## config.mk

```make
export PLATFORM = sky130hd
export DESIGN_NAME = clock_divider_multi
export DESIGN_NICKNAME = d
export VERILOG_FILES = /design/src/rtl/clkdiv_pkg.sv /design/src/rtl/clkdiv_channel.sv /design/src/rtl/clock_divider_multi.sv
export SDC_FILE = /design/constraint.sdc
export NUM_CORES = 1
export LEC_CHECK = 0
export ABC_AREA = 1
export ABC_CLOCK_PERIOD_IN_PS = 4500
export BUFFER_PORTS_ARGS = -buffer_cell sky130_fd_sc_hd__clkbuf_2
export CORE_UTILIZATION = 55
export DETAILED_ROUTE_END_ITERATION = 7
export MAX_ROUTING_LAYER = met4
export PLACE_DENSITY_LB_ADDON = 0.3
export SETUP_SLACK_MARGIN = 0.2
export SYNTH_ARGS = -nofsm -noshare
export SYNTH_HDL_FRONTEND = slang
export SYNTH_SLANG_ARGS = --single-unit
export TNS_END_PERCENT = 30
```

## constraint.sdc

```tcl
create_clock -name clock_in -period 4.5 [get_ports clock_in]
set_input_delay 1.125 -clock clock_in [delete_from_list [all_inputs] [get_ports clock_in]]
set_output_delay 1.125 -clock clock_in [all_outputs]
set_load 0.005 [all_outputs]
```

## src/rtl/clkdiv_pkg.sv

```systemverilog
// Shared constants, types and helpers for the multi-channel clock divider.
package clkdiv_pkg;

   // Largest supported channel count and the index width able to address it.
   localparam int MAX_CH   = 16;
   localparam int MAX_CH_W = $clog2(MAX_CH);

   // Channel index wide enough for any legal cfg_ch, so decode can zero-extend into it.
   typedef logic [MAX_CH_W-1:0] ch_idx_t;

   // Channel-select width for a given channel count: max(1, clog2(n)).
   function automatic int ch_w(input int n);
      return (n < 2) ? 1 : $clog2(n);
   endfunction

   // Divisors below 2 cannot form a high and a low phase; treat them as 2.
   function automatic logic [31:0] clamp_div(input logic [31:0] div);
      return (div < 32'd2) ? 32'd2 : div;
   endfunction

endpackage

```

## src/rtl/clkdiv_channel.sv

```systemverilog
// One divider channel: counter, active/pending divisor and registered outputs.
// A new divisor waits in div_pend and takes over only at a period boundary
// (wrap) or while the channel is idle, so a running period is never cut short.
// Optional macro CLKDIV_PHASE_SYNC_EN adds the sync input (phase restart).
module clkdiv_channel
   import clkdiv_pkg::*;
#(
   parameter int CNT_W       = 31,
   parameter int DEFAULT_DIV = 2
) (
   input  logic             clk,
   input  logic             rst_n,
   input  logic             en,
   input  logic             wr,
   input  logic [CNT_W-1:0] wr_div,
`ifdef CLKDIV_PHASE_SYNC_EN
   input  logic             sync,
`endif
   output logic             clock_out,
   output logic             tick,
   output logic             pend_v
);

   logic [CNT_W-1:0] cnt_q, cnt_d;
   logic [CNT_W-1:0] div_act_q, div_act_d;
   logic [CNT_W-1:0] div_pend_q, div_pend_d;
   logic             pend_v_q, pend_v_d;
   logic             clock_out_q, clock_out_d;
   logic             tick_q, tick_d;
   logic             wrap;
   logic             restart;

   // Next-state: count through the period, restart when idle, swap divisor at boundaries.
   always_comb begin
      // NOTE: every signal assigned here gets a default first, so no path leaves one unassigned and infers a latch.
      wrap        = (cnt_q == div_act_q - CNT_W'(1));
`ifdef CLKDIV_PHASE_SYNC_EN
      restart     = !en || sync;
`else
      restart     = !en;
`endif
      cnt_d       = (restart || wrap) ? '0 : cnt_q + CNT_W'(1);
      clock_out_d = !restart && (cnt_q < (div_act_q >> 1));
      tick_d      = !restart && wrap;
      div_act_d   = div_act_q;
      div_pend_d  = div_pend_q;
      pend_v_d    = pend_v_q;
      // A write is only accepted while nothing is pending, so it never collides with the swap.
      if (pend_v_q && (restart || wrap)) begin
         div_act_d = div_pend_q;
         pend_v_d  = 1'b0;
      end
      if (wr) begin
         div_pend_d = CNT_W'(clamp_div(32'(wr_div)));
         pend_v_d   = 1'b1;
      end
   end

   // State register; reset brings up an idle channel running at DEFAULT_DIV.
   always_ff @(posedge clk or negedge rst_n) begin
      if (!rst_n) begin
         cnt_q       <= '0;
         div_act_q   <= CNT_W'(DEFAULT_DIV);
         div_pend_q  <= CNT_W'(DEFAULT_DIV);
         pend_v_q    <= 1'b0;
         clock_out_q <= 1'b0;
         tick_q      <= 1'b0;
      end else begin
         // NOTE: non-blocking assignments so every flop samples the pre-edge values.
         cnt_q       <= cnt_d;
         div_act_q   <= div_act_d;
         div_pend_q  <= div_pend_d;
         pend_v_q    <= pend_v_d;
         clock_out_q <= clock_out_d;
         tick_q      <= tick_d;
      end
   end

   assign clock_out = clock_out_q;
   assign tick      = tick_q;
   assign pend_v    = pend_v_q;

endmodule

```

## src/rtl/clock_divider_multi.sv

```systemverilog
// NUM_CH-channel clock divider with a valid/ready divisor config port.
// Top level: config decode, cfg_ready mux, cfg_err pulse, channel array.
// Optional macro CLKDIV_PHASE_SYNC_EN adds sync_in, which restarts all
// channels phase-aligned.
module clock_divider_multi
   import clkdiv_pkg::*;
#(
   parameter int NUM_CH      = 4,
   parameter int CNT_W       = 31,
   parameter int DEFAULT_DIV = 2,
   parameter int CH_W        = ch_w(NUM_CH)
) (
   input  logic              clock_in,
   input  logic              reset_n,
   input  logic [NUM_CH-1:0] enable,
   input  logic              cfg_valid,
   input  logic [CH_W-1:0]   cfg_ch,
   input  logic [CNT_W-1:0]  cfg_div,
   output logic              cfg_ready,
   output logic              cfg_err,
`ifdef CLKDIV_PHASE_SYNC_EN
   input  logic              sync_in,
`endif
   output logic [NUM_CH-1:0] clock_out,
   output logic [NUM_CH-1:0] tick
);

   logic [NUM_CH-1:0] pend_v;
   logic [NUM_CH-1:0] wr;
   ch_idx_t           ch_ext;
   logic              ch_hit;
   logic              ch_busy;
   logic              accept;
   logic              cfg_err_q, cfg_err_d;

   // Decode the target channel; out-of-range targets are always ready and only raise cfg_err.
   always_comb begin
      ch_ext  = ch_idx_t'(cfg_ch);
      ch_hit  = 1'b0;
      ch_busy = 1'b0;
      for (int i = 0; i < NUM_CH; i++) begin
         if (ch_ext == ch_idx_t'(i)) begin
            ch_hit  = 1'b1;
            ch_busy = pend_v[i];
         end
      end
      cfg_ready = !ch_busy;
      accept    = cfg_valid && cfg_ready;
      wr        = '0;
      for (int i = 0; i < NUM_CH; i++) begin
         wr[i] = accept && (ch_ext == ch_idx_t'(i));
      end
      cfg_err_d = accept && !ch_hit;
   end

   // One-cycle error pulse for a dropped out-of-range request.
   always_ff @(posedge clock_in or negedge reset_n) begin
      if (!reset_n) begin
         cfg_err_q <= 1'b0;
      end else begin
         cfg_err_q <= cfg_err_d;
      end
   end

   assign cfg_err = cfg_err_q;

   for (genvar g = 0; g < NUM_CH; g++) begin : g_ch
      clkdiv_channel #(
         .CNT_W       (CNT_W),
         .DEFAULT_DIV (DEFAULT_DIV)
      ) u_ch (
         .clk       (clock_in),
         .rst_n     (reset_n),
         .en        (enable[g]),
         .wr        (wr[g]),
         .wr_div    (cfg_div),
`ifdef CLKDIV_PHASE_SYNC_EN
         .sync      (sync_in),
`endif
         .clock_out (clock_out[g]),
         .tick      (tick[g]),
         .pend_v    (pend_v[g])
      );
   end

endmodule

```

# After elaboration in Yosys (flattened, before gate mapping)
# Index checks and enable logic that the tools add are counted.
[op_classes]
eq_ne = 7
n_addsub = 8
n_lt_le_gt_ge = 5
muxes = 21
n_reduce_logical = 33
[op_table]
columns = ["op", "n"]
rows = [
  ["$mux W31", 5],
  ["$add A31 B1 Y31 const B", 4],
  ["$eq A31 B31 Y1", 4],
  ["$lt A31 B30 Y1", 4],
  ["$sub A31 B1 Y31 const B", 4],
  ["$lt A31 B2 Y1 const B", 1],
  ["$logic_and A1 B1 Y1", 18],
  ["$mux W1", 16],
  ["$reduce_bool A2 Y1", 4],
  ["$logic_not A1 Y1", 6],
  ["$eq A2 B2 Y1 const B", 2],
  ["$logic_or A1 B1 Y1", 4],
  ["$eq A2 B1 Y1 const B", 1],
  ["$logic_not A2 Y1", 1],
]
[totals]
word_cells = 99
out_inout_bits = 10
regBits = 385

# Depth between registers and ports, before layout
[depth]
ltp_word = 9
ltp_mapped = 19
depth_no_buf = 18

# Cells and area by module
# A second synthesis with hierarchy kept.
[hier_totals]
cells_unflattened = 3643
area_unflattened_um2 = 25891.1
[modules_own_cells]
columns = ["mod", "seq_area_each_um2", "area_each_um2", "instances", "cells_per_inst"]
rows = [
  ["clkdiv_channel", 2404.8, 6444.9, 4, 906],
  ["clock_divider_multi", 25.0, 111.4, 1, 19],
]

# Worst setup path after synthesis
# Ideal clock, no wire load.
[synth_timing]
path_type = "input to output"
from = "input port cfg_ch[0]"
to = "output port cfg_ready"
required_time_ns = 3.375
path_slack_ns = 1.824
arrival_time_ns = 1.551
cell_stages = 4
cell_sequence = "inv_1 -> nor2_1 -> a22o_1 -> o22ai_1"
[synth_between]
elab_chain_len = 6
elab_cells_between_ends = 9
[synth_lines]
columns = ["element", "line_no", "source"]
rows = [
  ["start: declaration", "clock_divider_multi.sv:17", "input logic [CH_W-1:0] cfg_ch,"],
  ["$logic_not A2 Y1", "clock_divider_multi.sv:42", "if (ch_ext == ch_idx_t'(i)) begin"],
  ["$mux W1 (3 in a row)", "clock_divider_multi.sv:42", ""],
  ["$mux W1 *", "clock_divider_multi.sv:42", ""],
  ["$logic_not A1 Y1 *", "clock_divider_multi.sv:47", "cfg_ready = !ch_busy;"],
  ["end: declaration", "clock_divider_multi.sv:19", "output logic cfg_ready,"],
]
# Every way passes the cells marked *; elsewhere a longest branch is shown, timed or not.

# Worst setup path after layout
[layout_timing]
from = "register g_ch[0].u_ch.div_act_q[0]"
to = "register g_ch[0].u_ch.div_act_q[12]"
[layout_between]
elab_chain_len = 4
[layout_lines]
columns = ["element", "line_no", "source"]
rows = [
  ["start: declaration", "clkdiv_channel.sv:25", "logic [CNT_W-1:0] div_act_q, div_act_d;"],
  ["start signal: assignment", "clkdiv_channel.sv:63", "div_act_q <= CNT_W'(DEFAULT_DIV);"],
  ["start signal: assignment", "clkdiv_channel.sv:71", "div_act_q <= div_act_d;"],
  ["$sub A31 B1 Y31", "clkdiv_channel.sv:36", "wrap = (cnt_q == div_act_q - CNT_W'(1));"],
  ["$eq A31 B31 Y1", "clkdiv_channel.sv:36", ""],
  ["$logic_or A1 B1 Y1", "clkdiv_channel.sv:49", "if (pend_v_q && (restart || wrap)) begin"],
  ["$logic_and A1 B1 Y1", "clkdiv_channel.sv:49", ""],
]
# Every way passes these cells.
# A chain may end at the register's enable or synchronous reset.

==> impl_results.md <==
* Status: completed
* Final HPWL DP at 51,400 um
* Worst setup path class: flop to flop
* Worst-skew pair later-pin latency at 0.57 ns
* I/O Buffers at 49
* # resized after CTS at 0
* GRT met1 Usage at 0.423
* Layout cell share with drive strength beyond 1 at 0.0579
* # Post-CTS Setup Buffers at 0
* Pleak at 13.7 nW
* Antenna violations before repair at 0
* Register area at 0.00964 mm2
* CTS tree: yes
* Yosys warnings at 0
* Post-synthesis sequential area ratio at 0.381
* Clk slew on worst S/H paths at ~0.06 ns
* Crit end category: flop
* Drt wl/cell at 16.2 um
* Data arrival, critical path at 3.86 ns
* Starting Density at 0.558
* # nets final at 3,707
* Total of max-cap violations at 0
* Final hold violations at 0
* VDD IR max at 0.249 mV
* Via count at 22,580
* Cell area after synthesis at 0.0253 mm2
* Synth Area per Inst at 7.18 um2
* Syn-to-layout area delta at 8.32%
* Final setup viols at 0
* Dpl ws at 1.06 ns
* Max Slew Vio Count at 0
* Hold_ws at about 0.48 ns
* CTS Buffer Depth at 3
* Post-Syn Nets at 3,690
* Distinct cells, synth at 52
* Cell count after synthesis at between 3,000 and 4,000
* RSZ-0062 raised after global routing: false
* CTS H-tree lvls at 2
* Busiest metal layer after global routing: met2
* Multi-input logic area at 0.0137 mm2
* DRT antenna net count at 0
* Final worst slack at ~1.1 ns
* Worst hold path type: flop to flop
* Core Region at 0.0454 mm2
* Gr ovfl total at 0
* Largest cells by area after synthesis: dfrtp_1 37%, nand2_1 14%, nor2_1 7.0%, ha_1 6.1%, inv_1 5.7%
* Cts hold-fix bufs at 0
* Slew HR at 0.355
* Die Wd at roughly 220 um
* Flop2flop setup slack at 1.09 ns
* Std cell rows at 78
* Non-filler cells, final at 4,175
* Area leader, netlist: dfrtp_1
* Most frequent cells in the layout: 967 x nand2_1, 473 x nor2_1, 387 x inv_1, 377 x dfrtp_1, 260 x nand3_1
* Placed instance count at 4,100
* Antenna diode instance count at 0
* Asr flop ratio synth at 1.00
* Min cycle time layout at 3.41 ns
* Vias in the first global route at 21,464
* Router iterations before antenna repair at 5
* GRT Overall Usage at 0.304
* DR vias/cell at 5.41
* Tightest Pin Transition at roughly 0.97 ns
* FILL cells at 4,315
* GR Util met3 at 0.0444
* Final wirelength at 67,500 um
* WP data required at 4.95 ns
* Clock buffer count from CTS at 41
* Final period util at 0.757
* Largest net degree at the start of global routing at 110
* Die height at 216 um
* Clock skew at about 0.016 ns
* Number of DRC violations after detailed-routing iteration 0 at 1,904
* EDFF count, synth at 0
* Register bit total from synthesis at 385
* Main flop type after synthesis: dfrtp_1
* Crit Path Max Fanout at 33
* Design Power at 13.3 mW
* I/O pin cnt at 50
* Routability Congestion at 0.964
* Root buffer cell: clkbuf_16
* Most common cell after layout, fill and taps aside: nand2_1
* Startpoint types: flop
* Met2 Track Usage GR at 0.463
* CTS sink count at 385
* Die area at 0.0469 mm2
* Yosys top cell area share at 0.373
* DRC violation count after routing at 0
* First-pass GRT wire length at 111,000 um
* TNS Setup at 0 ns
* P per Cell Area at 486 mW/mm2
* Max frequency at 293 MHz
[final cells by class]
| class | count | share of cell area |
|---|---|---|
| timing repair buffer | 64 | 0.0152 |
| sequential | 385 | 0.352 |
| multi-input combinational | 2647 | 0.498 |
| inverter | 404 | 0.0553 |
| tap | 600 | 0.0274 |
| clock buffer | 55 | 0.0426 |
| clock inverter | 20 | 0.00927 |
[worst paths after layout]
kind                                            from                          end  depth (start not counted)
max in group asynchronous                    reset_n  g_ch[0].u_ch.div_pend_q[28]                          2
hold / removal             g_ch[0].u_ch.div_act_q[1]    g_ch[0].u_ch.div_act_q[1]                          2
min in group asynchronous                    reset_n        g_ch[2].u_ch.cnt_q[2]                          1
hold reg to reg            g_ch[0].u_ch.div_act_q[1]    g_ch[0].u_ch.div_act_q[1]                          2
setup / recovery           g_ch[0].u_ch.div_act_q[0]   g_ch[0].u_ch.div_act_q[12]                         15
setup reg to reg           g_ch[0].u_ch.div_act_q[0]   g_ch[0].u_ch.div_act_q[12]                         15
[state kept, by name, indices dropped and copies added (netlist names)]
name                  count
g_ch.u_ch.div_act_q     124
g_ch.u_ch.div_pend_q    124
g_ch.u_ch.clock_out       4
g_ch.u_ch.pend_v          4
g_ch.u_ch.tick            4
cfg_err                   1
g_ch.u_ch.cnt_q         124
[kinds of logic (layout without fill, tap and decap cells)]
kind of cell    Yosys count  after routing  share of synthesized area
xor+xnor                200            200                     0.0692
fa+ha+maj               124            124                     0.0613
other cells               1              1                   0.000148
compound gates          315            315                     0.0689
flops                   385            385                      0.381
buf+inv                 494            543                     0.0791
simple gates           2007           2007                      0.340
[cell usage after synthesis, types with 6 or more instances]
cell,count
a211oi_1,6
a21oi_1,94
buf_2,19
buf_4,21
buf_6,6
clkbuf_1,44
dfrtp_1,377
dfstp_2,8
ha_1,124
inv_1,387
inv_2,14
nand2_1,967
nand2_2,11
nand3_1,260
nand3b_1,28
nand4_1,76
nor2_1,473
nor2_2,22
nor3_1,107
nor4_1,32
o211ai_1,13
o21ai_0,141
o21ai_1,17
o21bai_1,19
xnor2_1,73
xor2_1,127
[worst max-delay path, cell delays in order, from the launching register on]
cell and delay [ns]:
dfrtp_1 0.41, inv_1 0.10, ha_1 0.20, nand2_2 0.11, nor2_2 0.42, nand2_1 0.21
nor2_1 0.18, nand3_1 0.11, a21oi_1 0.13, nand2_1 0.06, nor2_1 0.14, nand3_2 0.15
nand2_4 0.33, nand2_2 0.44, nand2_1 0.20, nand2_1 0.07
[power by group]
part / internal, mW / switching (mW) / leakage [nW]
Clock: 2.12 / 1.46 / 0.693
Combinational: 1.69 / 3.15 / 7.97
Sequential: 4.08 / 0.832 / 5.03
Total: 7.89 / 5.44 / 13.7
[metrics by stage]
step / cell area (um2) / utilization
detailed placement: 26000 / 0.573
finish: 27400 / 0.604
global placement: 26000 / 0.573
global route: 27400 / 0.604
CTS: 27400 / 0.604
floorplan: 25300 / -
[routing by layer]
layer | vias up | share of wire
met5 | - | 0
met4 | 0 | 0.028
met3 | 130 | 0.064
met2 | 620 | 0.45
met1 | 10425 | 0.46
li1 | 11405 | -
Note: power is estimated with default switching activity, not from simulation.
